**src/rtl/alu_sched_pkg.sv**
```systemverilog
// Shared constants and types for the alu_sched scheduler and its arbiter.
package alu_sched_pkg;

    localparam int unsigned DATA_WIDTH_DEF = 8;
    localparam int unsigned NUM_REQ_DEF    = 2;

    localparam logic [1:0] OP_ADD  = 2'b00;
    localparam logic [1:0] OP_SUB  = 2'b01;
    localparam logic [1:0] OP_PAR  = 2'b10;
    localparam logic [1:0] OP_COMP = 2'b11;

    // Number of WAIT cycles allowed before a missing done is declared a timeout
    localparam int unsigned TIMEOUT_LIM = 2;
    localparam int unsigned TIMEOUT_CW  = 2;

    typedef logic [2:0] state_t;

    localparam state_t ST_IDLE = 3'd0;
    localparam state_t ST_OPA  = 3'd1;
    localparam state_t ST_OPB  = 3'd2;
    localparam state_t ST_WAIT = 3'd3;
    localparam state_t ST_RESP = 3'd4;

endpackage

```
**src/rtl/alu_sched_arb.sv**
```systemverilog
// alu_rr_arb: 2-way round-robin arbiter; last pointer resets to 1 so requester 0 wins the first tie.
module alu_rr_arb (
    input  logic       clk,
    input  logic       reset_n,
    input  logic [1:0] req,
    input  logic       en,
    output logic [1:0] gnt
);

    logic r_last;

    always_comb begin
        gnt = 2'b00;
        case (req)
            2'b01:   gnt = 2'b01;
            2'b10:   gnt = 2'b10;
            2'b11:   gnt = r_last ? 2'b01 : 2'b10;
            default: gnt = 2'b00;
        endcase
    end

    always_ff @(posedge clk or negedge reset_n) begin
        if (!reset_n) begin
            r_last <= 1'b1;
        end else if (en && (req != 2'b00)) begin
            r_last <= gnt[1];
        end
    end

endmodule

```
**src/rtl/alu_sched.sv**
```systemverilog
// alu_sched: two-requester round-robin scheduler driving the serial-operand ALU protocol.
// Optional feature: define ALU_SCHED_TIMEOUT_EN to abort WAIT after TIMEOUT_LIM cycles with rsp_err.
module alu_sched
    import alu_sched_pkg::*;
#(
    parameter int unsigned DATA_WIDTH = DATA_WIDTH_DEF,
    parameter int unsigned NUM_REQ    = NUM_REQ_DEF
) (
    input  logic                  clk,
    input  logic                  reset_n,
    input  logic [NUM_REQ-1:0]    req_valid,
    input  logic [1:0]            req_op0,
    input  logic [1:0]            req_op1,
    input  logic [DATA_WIDTH-1:0] req_a0,
    input  logic [DATA_WIDTH-1:0] req_a1,
    input  logic [DATA_WIDTH-1:0] req_b0,
    input  logic [DATA_WIDTH-1:0] req_b1,
    output logic [NUM_REQ-1:0]    req_gnt,
    output logic                  opcode_valid,
    output logic                  opcode,
    output logic [DATA_WIDTH-1:0] data,
    input  logic                  done,
    input  logic                  overflow,
    input  logic [DATA_WIDTH-1:0] result,
    output logic                  rsp_valid,
    output logic                  rsp_id,
    output logic [DATA_WIDTH-1:0] rsp_result,
    output logic                  rsp_overflow,
    output logic                  rsp_err
);

    state_t                r_state;
    state_t                w_state_nxt;
    logic [1:0]            r_gnt;
    logic [1:0]            w_gnt_nxt;
    logic [1:0]            w_arb_gnt;
    logic                  w_arb_en;
    logic                  r_id;
    logic                  w_id_nxt;
    logic [1:0]            r_op;
    logic [1:0]            w_op_nxt;
    logic [DATA_WIDTH-1:0] r_a;
    logic [DATA_WIDTH-1:0] w_a_nxt;
    logic [DATA_WIDTH-1:0] r_b;
    logic [DATA_WIDTH-1:0] w_b_nxt;
    logic                  r_opcode_valid;
    logic                  w_opcode_valid_nxt;
    logic                  r_opcode;
    logic                  w_opcode_nxt;
    logic [DATA_WIDTH-1:0] r_data;
    logic [DATA_WIDTH-1:0] w_data_nxt;
    logic                  r_rsp_valid;
    logic                  w_rsp_valid_nxt;
    logic                  r_rsp_id;
    logic                  w_rsp_id_nxt;
    logic [DATA_WIDTH-1:0] r_rsp_result;
    logic [DATA_WIDTH-1:0] w_rsp_result_nxt;
    logic                  r_rsp_overflow;
    logic                  w_rsp_overflow_nxt;
    logic                  r_rsp_err;
    logic                  w_rsp_err_nxt;
    logic                  w_timeout;

    alu_rr_arb u_arb (
        .clk     (clk),
        .reset_n (reset_n),
        .req     (2'(req_valid)),
        .en      (w_arb_en),
        .gnt     (w_arb_gnt)
    );

`ifdef ALU_SCHED_TIMEOUT_EN
    logic [TIMEOUT_CW-1:0] r_wait_cnt;

    // Counts consecutive WAIT cycles; cleared in every other state
    always_ff @(posedge clk or negedge reset_n) begin
        if (!reset_n) begin
            r_wait_cnt <= '0;
        end else if (r_state == ST_WAIT) begin
            r_wait_cnt <= r_wait_cnt + TIMEOUT_CW'(1);
        end else begin
            r_wait_cnt <= '0;
        end
    end

    assign w_timeout = (r_wait_cnt == TIMEOUT_CW'(TIMEOUT_LIM - 1));
`else
    assign w_timeout = 1'b0;
`endif

    // Next-state and next-output logic; bus outputs follow the state being entered
    always_comb begin
        w_state_nxt        = r_state;
        w_gnt_nxt          = 2'b00;
        w_id_nxt           = r_id;
        w_op_nxt           = r_op;
        w_a_nxt            = r_a;
        w_b_nxt            = r_b;
        w_arb_en           = 1'b0;
        w_opcode_valid_nxt = 1'b0;
        w_opcode_nxt       = 1'b0;
        w_data_nxt         = '0;
        w_rsp_valid_nxt    = 1'b0;
        w_rsp_id_nxt       = 1'b0;
        w_rsp_result_nxt   = '0;
        w_rsp_overflow_nxt = 1'b0;
        w_rsp_err_nxt      = 1'b0;

        case (r_state)
            ST_IDLE: begin
                // A granted request leaves IDLE one cycle after its grant pulse
                if (r_gnt != 2'b00) begin
                    w_state_nxt = ST_OPA;
                end else begin
                    w_arb_en = |req_valid;
                end
            end
            ST_OPA:  w_state_nxt = ST_OPB;
            ST_OPB:  w_state_nxt = ST_WAIT;
            ST_WAIT: begin
                if (done) begin
                    w_state_nxt        = ST_RESP;
                    w_rsp_result_nxt   = result;
                    w_rsp_overflow_nxt = overflow;
                end else if (w_timeout) begin
                    w_state_nxt   = ST_RESP;
                    w_rsp_err_nxt = 1'b1;
                end
            end
            ST_RESP: begin
                w_state_nxt = ST_IDLE;
                w_arb_en    = |req_valid;
            end
            default: w_state_nxt = ST_IDLE;
        endcase

        if (w_arb_en) begin
            w_gnt_nxt = w_arb_gnt;
            w_id_nxt  = w_arb_gnt[1];
            w_op_nxt  = w_arb_gnt[1] ? req_op1 : req_op0;
            w_a_nxt   = w_arb_gnt[1] ? req_a1  : req_a0;
            w_b_nxt   = w_arb_gnt[1] ? req_b1  : req_b0;
        end

        if (w_state_nxt == ST_RESP) begin
            w_rsp_valid_nxt = 1'b1;
            w_rsp_id_nxt    = r_id;
        end

        case (w_state_nxt)
            ST_OPA: begin
                w_opcode_valid_nxt = 1'b1;
                w_opcode_nxt       = r_op[0];
                w_data_nxt         = r_a;
            end
            ST_OPB: begin
                w_opcode_valid_nxt = 1'b1;
                w_opcode_nxt       = r_op[1];
                w_data_nxt         = r_b;
            end
            ST_WAIT: w_opcode_valid_nxt = 1'b1;
            default: w_opcode_valid_nxt = 1'b0;
        endcase
    end

    always_ff @(posedge clk or negedge reset_n) begin
        if (!reset_n) begin
            r_state        <= ST_IDLE;
            r_gnt          <= 2'b00;
            r_id           <= 1'b0;
            r_op           <= 2'b00;
            r_a            <= '0;
            r_b            <= '0;
            r_opcode_valid <= 1'b0;
            r_opcode       <= 1'b0;
            r_data         <= '0;
            r_rsp_valid    <= 1'b0;
            r_rsp_id       <= 1'b0;
            r_rsp_result   <= '0;
            r_rsp_overflow <= 1'b0;
            r_rsp_err      <= 1'b0;
        end else begin
            r_state        <= w_state_nxt;
            r_gnt          <= w_gnt_nxt;
            r_id           <= w_id_nxt;
            r_op           <= w_op_nxt;
            r_a            <= w_a_nxt;
            r_b            <= w_b_nxt;
            r_opcode_valid <= w_opcode_valid_nxt;
            r_opcode       <= w_opcode_nxt;
            r_data         <= w_data_nxt;
            r_rsp_valid    <= w_rsp_valid_nxt;
            r_rsp_id       <= w_rsp_id_nxt;
            r_rsp_result   <= w_rsp_result_nxt;
            r_rsp_overflow <= w_rsp_overflow_nxt;
            r_rsp_err      <= w_rsp_err_nxt;
        end
    end

    assign req_gnt      = NUM_REQ'(r_gnt);
    assign opcode_valid = r_opcode_valid;
    assign opcode       = r_opcode;
    assign data         = r_data;
    assign rsp_valid    = r_rsp_valid;
    assign rsp_id       = r_rsp_id;
    assign rsp_result   = r_rsp_result;
    assign rsp_overflow = r_rsp_overflow;
    assign rsp_err      = r_rsp_err;

endmodule

```
**config.mk**
```make
export PLATFORM = sky130hd
export DESIGN_NAME = alu_sched
export DESIGN_NICKNAME = d
export VERILOG_FILES = /design/src/rtl/alu_sched_pkg.sv /design/src/rtl/alu_sched_arb.sv /design/src/rtl/alu_sched.sv
export SDC_FILE = /design/constraint.sdc
export NUM_CORES = 1
export LEC_CHECK = 0
export CORE_UTILIZATION = 45
export CTS_BUF_LIST = sky130_fd_sc_hd__clkbuf_8
export DETAILED_ROUTE_END_ITERATION = 10
export PLACE_DENSITY = 0.87
export SLEW_MARGIN = 20
export SYNTH_ARGS = -nofsm -noshare
export SYNTH_HDL_FRONTEND = slang
export SYNTH_HIERARCHICAL = 1
export SYNTH_SLANG_ARGS = --single-unit
```
**constraint.sdc**
```tcl
create_clock -name clk -period 1.92 [get_ports clk]
set_input_delay 0.192 -clock clk [delete_from_list [all_inputs] [get_ports clk]]
set_output_delay 0.192 -clock clk [all_outputs]
set_load 0.02 [all_outputs]
```
Word-level counts from Yosys, hierarchy flattened --
Index checks and enable logic that the tools add are counted. Widths: inputs -> output; s select.
Operators by class: equal/unequal tests 11, reductions and logical operators 6, mux-type cells 20
Operator list (number):
- $mux 8 | 4
- $pmux 8 s2 | 1
- $eq 3x2->1 const B | 4
- $pmux 3 s4 | 1
- $eq 3x1->1 const B | 2
- $eq 3x3->1 const B | 2
- $mux 1 | 6
- $mux 2 | 3
- $mux 3 | 2
- $pmux 2 s3 | 1
- $eq 2x2->1 const B | 2
- $pmux 1 s2 | 2
- $reduce_bool 2->1 | 2
- $logic_not 3->1 | 1
- $reduce_or 3->1 | 1
- $eq 2x1->1 const B | 1
- $reduce_or 2->1 | 1
- $logic_and 1x1->1 | 1
Storage, ports and cells: register bits after elaboration 46, output and inout bits 24, logic and storage cells 51

Longest topological paths before layout --
word-level depth 6, gate-level depth with buffers 5, gate-level depth less buffers 4

Cells and area by module --
The synthesis kept the hierarchy.
By module, submodules not included:
- alu_sched | cells each 124, area each 1908.1 µm², instances 1
- alu_rr_arb | cells each 6, area each 56.3 µm², instances 1

Worst setup path after synthesis --
OpenSTA, ideal clock, no wires.
path kind flip-flop to flip-flop, start point register u_arb.r_last, end point register r_a[7], data arrival time 1.486 ns, cell stages (with the launch flop) 5, path slack 0.309 ns, required time 1.795 ns, library setup time 0.125 ns, cells stage by stage dfstp_2 -> a21boi_0 -> clkbuf_1 -> mux2_2 -> mux2_4
Between the ends: cells in the longest elaborated chain, start to end 3
RTL lines:
- start: declaration | RTL line alu_sched_arb.sv:10 | logic r_last;
- start signal: assignment | RTL line alu_sched_arb.sv:26 | r_last <= gnt[1];
- $mux 2 | RTL line alu_sched_arb.sv:17 | 2'b11: gnt = r_last ? 2'b01 : 2'b10;
- $pmux 2 s3 | RTL line alu_sched_arb.sv:14 | case (req)
- via w_arb_gnt[1] | RTL line alu_sched.sv:36 | logic [1:0] w_arb_gnt;
- $mux 8 | RTL line alu_sched.sv:141 | w_a_nxt = w_arb_gnt[1] ? req_a1 : req_a0;
- end signal: assignment | RTL line alu_sched.sv:187 | r_a <= w_a_nxt;
- end: declaration | RTL line alu_sched.sv:42 | logic [DATA_WIDTH-1:0] r_a;
The timed path passes the listed nets, and every way through them passes these cells. A chain may end at the register's enable or synchronous reset.

Worst setup path in the final report --
start point register r_state[1], end point register r_op[0]
Between the ends: cells in the longest elaborated chain, start to end 2, elaborated cells between the ends (all ways) 3
RTL lines:
- start: declaration | RTL line alu_sched.sv:32 | state_t r_state;
- start signal: assignment | RTL line alu_sched.sv:183 | r_state <= w_state_nxt;
- $eq 3x3->1 / $logic_not 3->1 (equally long branches) | RTL line alu_sched.sv:109 | case (r_state)
- $pmux 1 s2 (*) | RTL line alu_sched.sv:109
- end signal: assignment | RTL line alu_sched.sv:186 | r_op <= w_op_nxt;
- end: declaration | RTL line alu_sched.sv:40 | logic [1:0] r_op;
Mark *: on every way between the ends. The rest lies on a longest branch, timed or not.

==> summary.txt <==
Placement
  – Global placement routability congestion: between 0.7 and 0.8
  – Placed insts: 253
  – IO Port Bufs: 72
  – HPWL after detailed placement: ~3.1 mm

Detailed routing
  – Drt pass-1 iters: 4
  – Final WL: 4.11 mm
  – Antenna Nets Post-Route: 0
  – DR vias/cell: about 5.1
  – DRC violations left: 0
  – WL/cell: 15.7 microns
  – Vias post-DR: 1327
  – Number of DRC markers in iteration 0: between 40 and 50

Setup path
  – Worst r2r src: r_state[1]$_DFF_PN0_
  – CP max stage delay: 0.45 ns
  – Crit path max-delay family: flip-flops
  – Worst setup path category: register to register
  – Setup crit start: r_state[1]$_DFF_PN0_
  – Worst Path Max Fanout: 12
  – Critical Path, Cell by Cell: nor2_1 > o211a_4 > buf_4 > mux2_4
  – Nature of the critical path startpoint: register
  – Flop2flop setup slack: 0.35 ns
  – R2r worst-path depth: 4
  – Worst path slowest cell: dfrtp_1
  – CP endpoint kind: register
  – Crit Reg-Reg Endpoint: r_op[0]$_DFFE_PN0P_
  – Crit path DAT: 1.75 ns
  – Worst path required time: 2.10 ns
  – Buf/Inv on CP: 1

CTS
  – CTS Buf Count: 5
  – Largest buffer count on any clock path: 2
  – Htree depth: 2
  – Clock latency on the worst-skew pair: approximately 0.3 ns
  – Root buffer cell: clkbuf_8
  – Reg clk slew, reported paths: 0.08 ns
  – CTS Sinks: 46
  – CTS tree: built

Layout
  – # diodes: 0
  – Fin nets: 261
  – Footprint of the multi-input gates: 759 sq um
  – Sequential Area: between 0.001 and 0.0015 sq mm
  – Share of layout cells above drive strength 1: 0.278
  – Non-filler cells in the finished layout: 262
  – Fillcell total: about 270
  – Synth-to-Final Area Change: 46.8%
  – Final core utilization: 0.706

Synth
  – Synth Instances: 130
  – Netlist cell types: 26
  – Number of synthesized flops with an enable pin: 0
  – Post-synthesis sequential area ratio: 0.587
  – Synthesized area per cell: 15.1 sq um
  – Synth Cell Area: 0.00196 sq mm
  – Post-synth net total: between 150 and 200
  – Synthesized flop and latch total: 46
  – Synth Flop Type: dfrtp_1
  – Ys async rst share: 1.00
  – Synth warn: 6

Global routing
  – Largest net degree at the start of global routing: 21
  – First-pass GRT wire length: ~6.7 mm
  – Tot GR Track Use: 0.201
  – Initial antenna violation count: 0
  – Gr ovfl total: 0
  – Vias in the first global route: between 1000 and 1500

Pwr
  – Leak: 1.27 nW
  – Max IR drop VDD: 0.655 mV
  – Power density cells: 1270 mW/mm^2

Floorplan
  – Die Ht: 68.1 microns
  – Die width: 68.1 microns
  – Starting density of the core: 0.481
  – Die ar.: 0.00463 sq mm
  – IO Pins: 74
  – CORE AREA: about 0.0041 sq mm
  – Site row count: 23

Worst hold path
  – Worst min path class: input pin to asynchronous set/reset pin

Run
  – Maxcap violations: 0

Timing
  – Maximum clock frequency: 638 MHz
  – Setup TNS: 0 ns
  – Final hold violations: 0
  – Fin. max-slew vios: 0
  – Tmin final: 1.57 ns
  – Worst Skew: 0.00512 ns
  – Unrepaired setup endpoints after global routing: false
  – Max_slew headroom: 0.537
  – Worst Max-Slew Pin Slew: 0.691 ns
  – Fraction of the cycle the final worst path needs: 0.816
  – Worst hold slack: 0.339 ns
  – Final setup fails: 0

Status
  – Outcome: finished clean
## cell usage after synthesis, drive strengths merged (2+ instances only)
cell,count,area share
and2,13,0.041
a21boi,2,0.0076
buf,6,0.025
mux2,37,0.24
a22o,9,0.040
o21bai,2,0.0076
dfrtp,45,0.57
nor2,3,0.0057
## worst register-to-register path: cells and delay by family, from the launching register on
family,cells,cell delay (ns)
flip-flops,1,0.45
multiplexers,1,0.29
AO/OA/AOI/OAI,1,0.32
buffers and inverters,1,0.18
AND/OR/NAND/NOR,1,0.23
## metrics by stage
step / setup slack, ns / area, sq um / total power [mW]
finish: 0.353 / 2880 / 3.66
global route: 0.295 / 2880 / 3.88
CTS: 0.356 / 2880 / 3.70
detailed placement: 0.0566 / 2780 / 3.08
global placement: 0.117 / 2780 / 3.00
floorplan: 0.309 / 1960 / 2.50
## what timing repair did
item | CTS | global route
endpoints found under the hold margin | 14 | 0
buffers inserted | 0 | 0
hold buffers | 1 | 0
resized for setup | 0 | 0
## placed cells by master, fill, tap and decap left out, types with 2 or more instances in the layout
cell type	count
clkdlybuf4s50_1	71
dfrtp_1	45
mux2_2	20
mux2_4	17
and2_1	13
a22o_1	9
clkbuf_8	6
buf_4	6
nor2_1	3
o21bai_1	2
buf_12	2
## flip-flops by register name, indices dropped and copies added (netlist names), 2 cells and up
name / cells
data: 8
r_a: 8
r_b: 8
r_op: 2
r_state: 3
req_gnt: 2
rsp_result: 8
## report_power, final
part | leakage [nW] | switching, mW | internal [mW]
clock network | 0.0472 | 0.319 | 0.289
logic | 0.640 | 0.580 | 0.917
registers | 0.584 | 0.218 | 1.34
## logic make-up (layout without fill, tap and decap cells)
logic type             count (synthesis)  after routing  synth area share
flip-flops                            46             46             0.587
multiplexers                          37             37             0.245
AND/OR/NAND/NOR                       21             21            0.0643
AO/OA/AOI/OAI                         17             17            0.0739
buffers and inverters                  8             90            0.0287
other                                  1              1           0.00191
## per-layer routing
layer	wire length (microns)	track usage	up-vias
li1	-	-	613
met1	1750	0.240	642
met2	2000	0.338	67
met3	329	0.0600	5
met4	36	0.0729	0
met5	0	0	-
## how the worst max path moves through the flow
stage	to	slack (ns)	cells after the start
6_report	r_op[0]$_DFFE_PN0P_	0.35	4
5_1_grt	r_b[7]$_DFFE_PN0P_	0.30	4
4_1_cts	r_op[0]$_DFFE_PN0P_	0.36	4
3_5_place_dp	r_b[4]$_DFFE_PN0P_	0.06	5
3_3_place_gp	r_a[4]$_DFFE_PN0P_	0.12	5
2_1_floorplan	r_a[7]$_DFFE_PN0P_	0.31	4
## cell type report
type | instances | share of cell area
flip-flops and latches | 46 | 0.400
repair buffers | 81 | 0.281
multi-input cells | 76 | 0.263
clock buffers | 6 | 0.0286
well taps | 50 | 0.0217
clock inverters | 2 | 0.00434
inverters | 1 | 0.00130
Note: power is estimated with default switching activity, not from simulation.
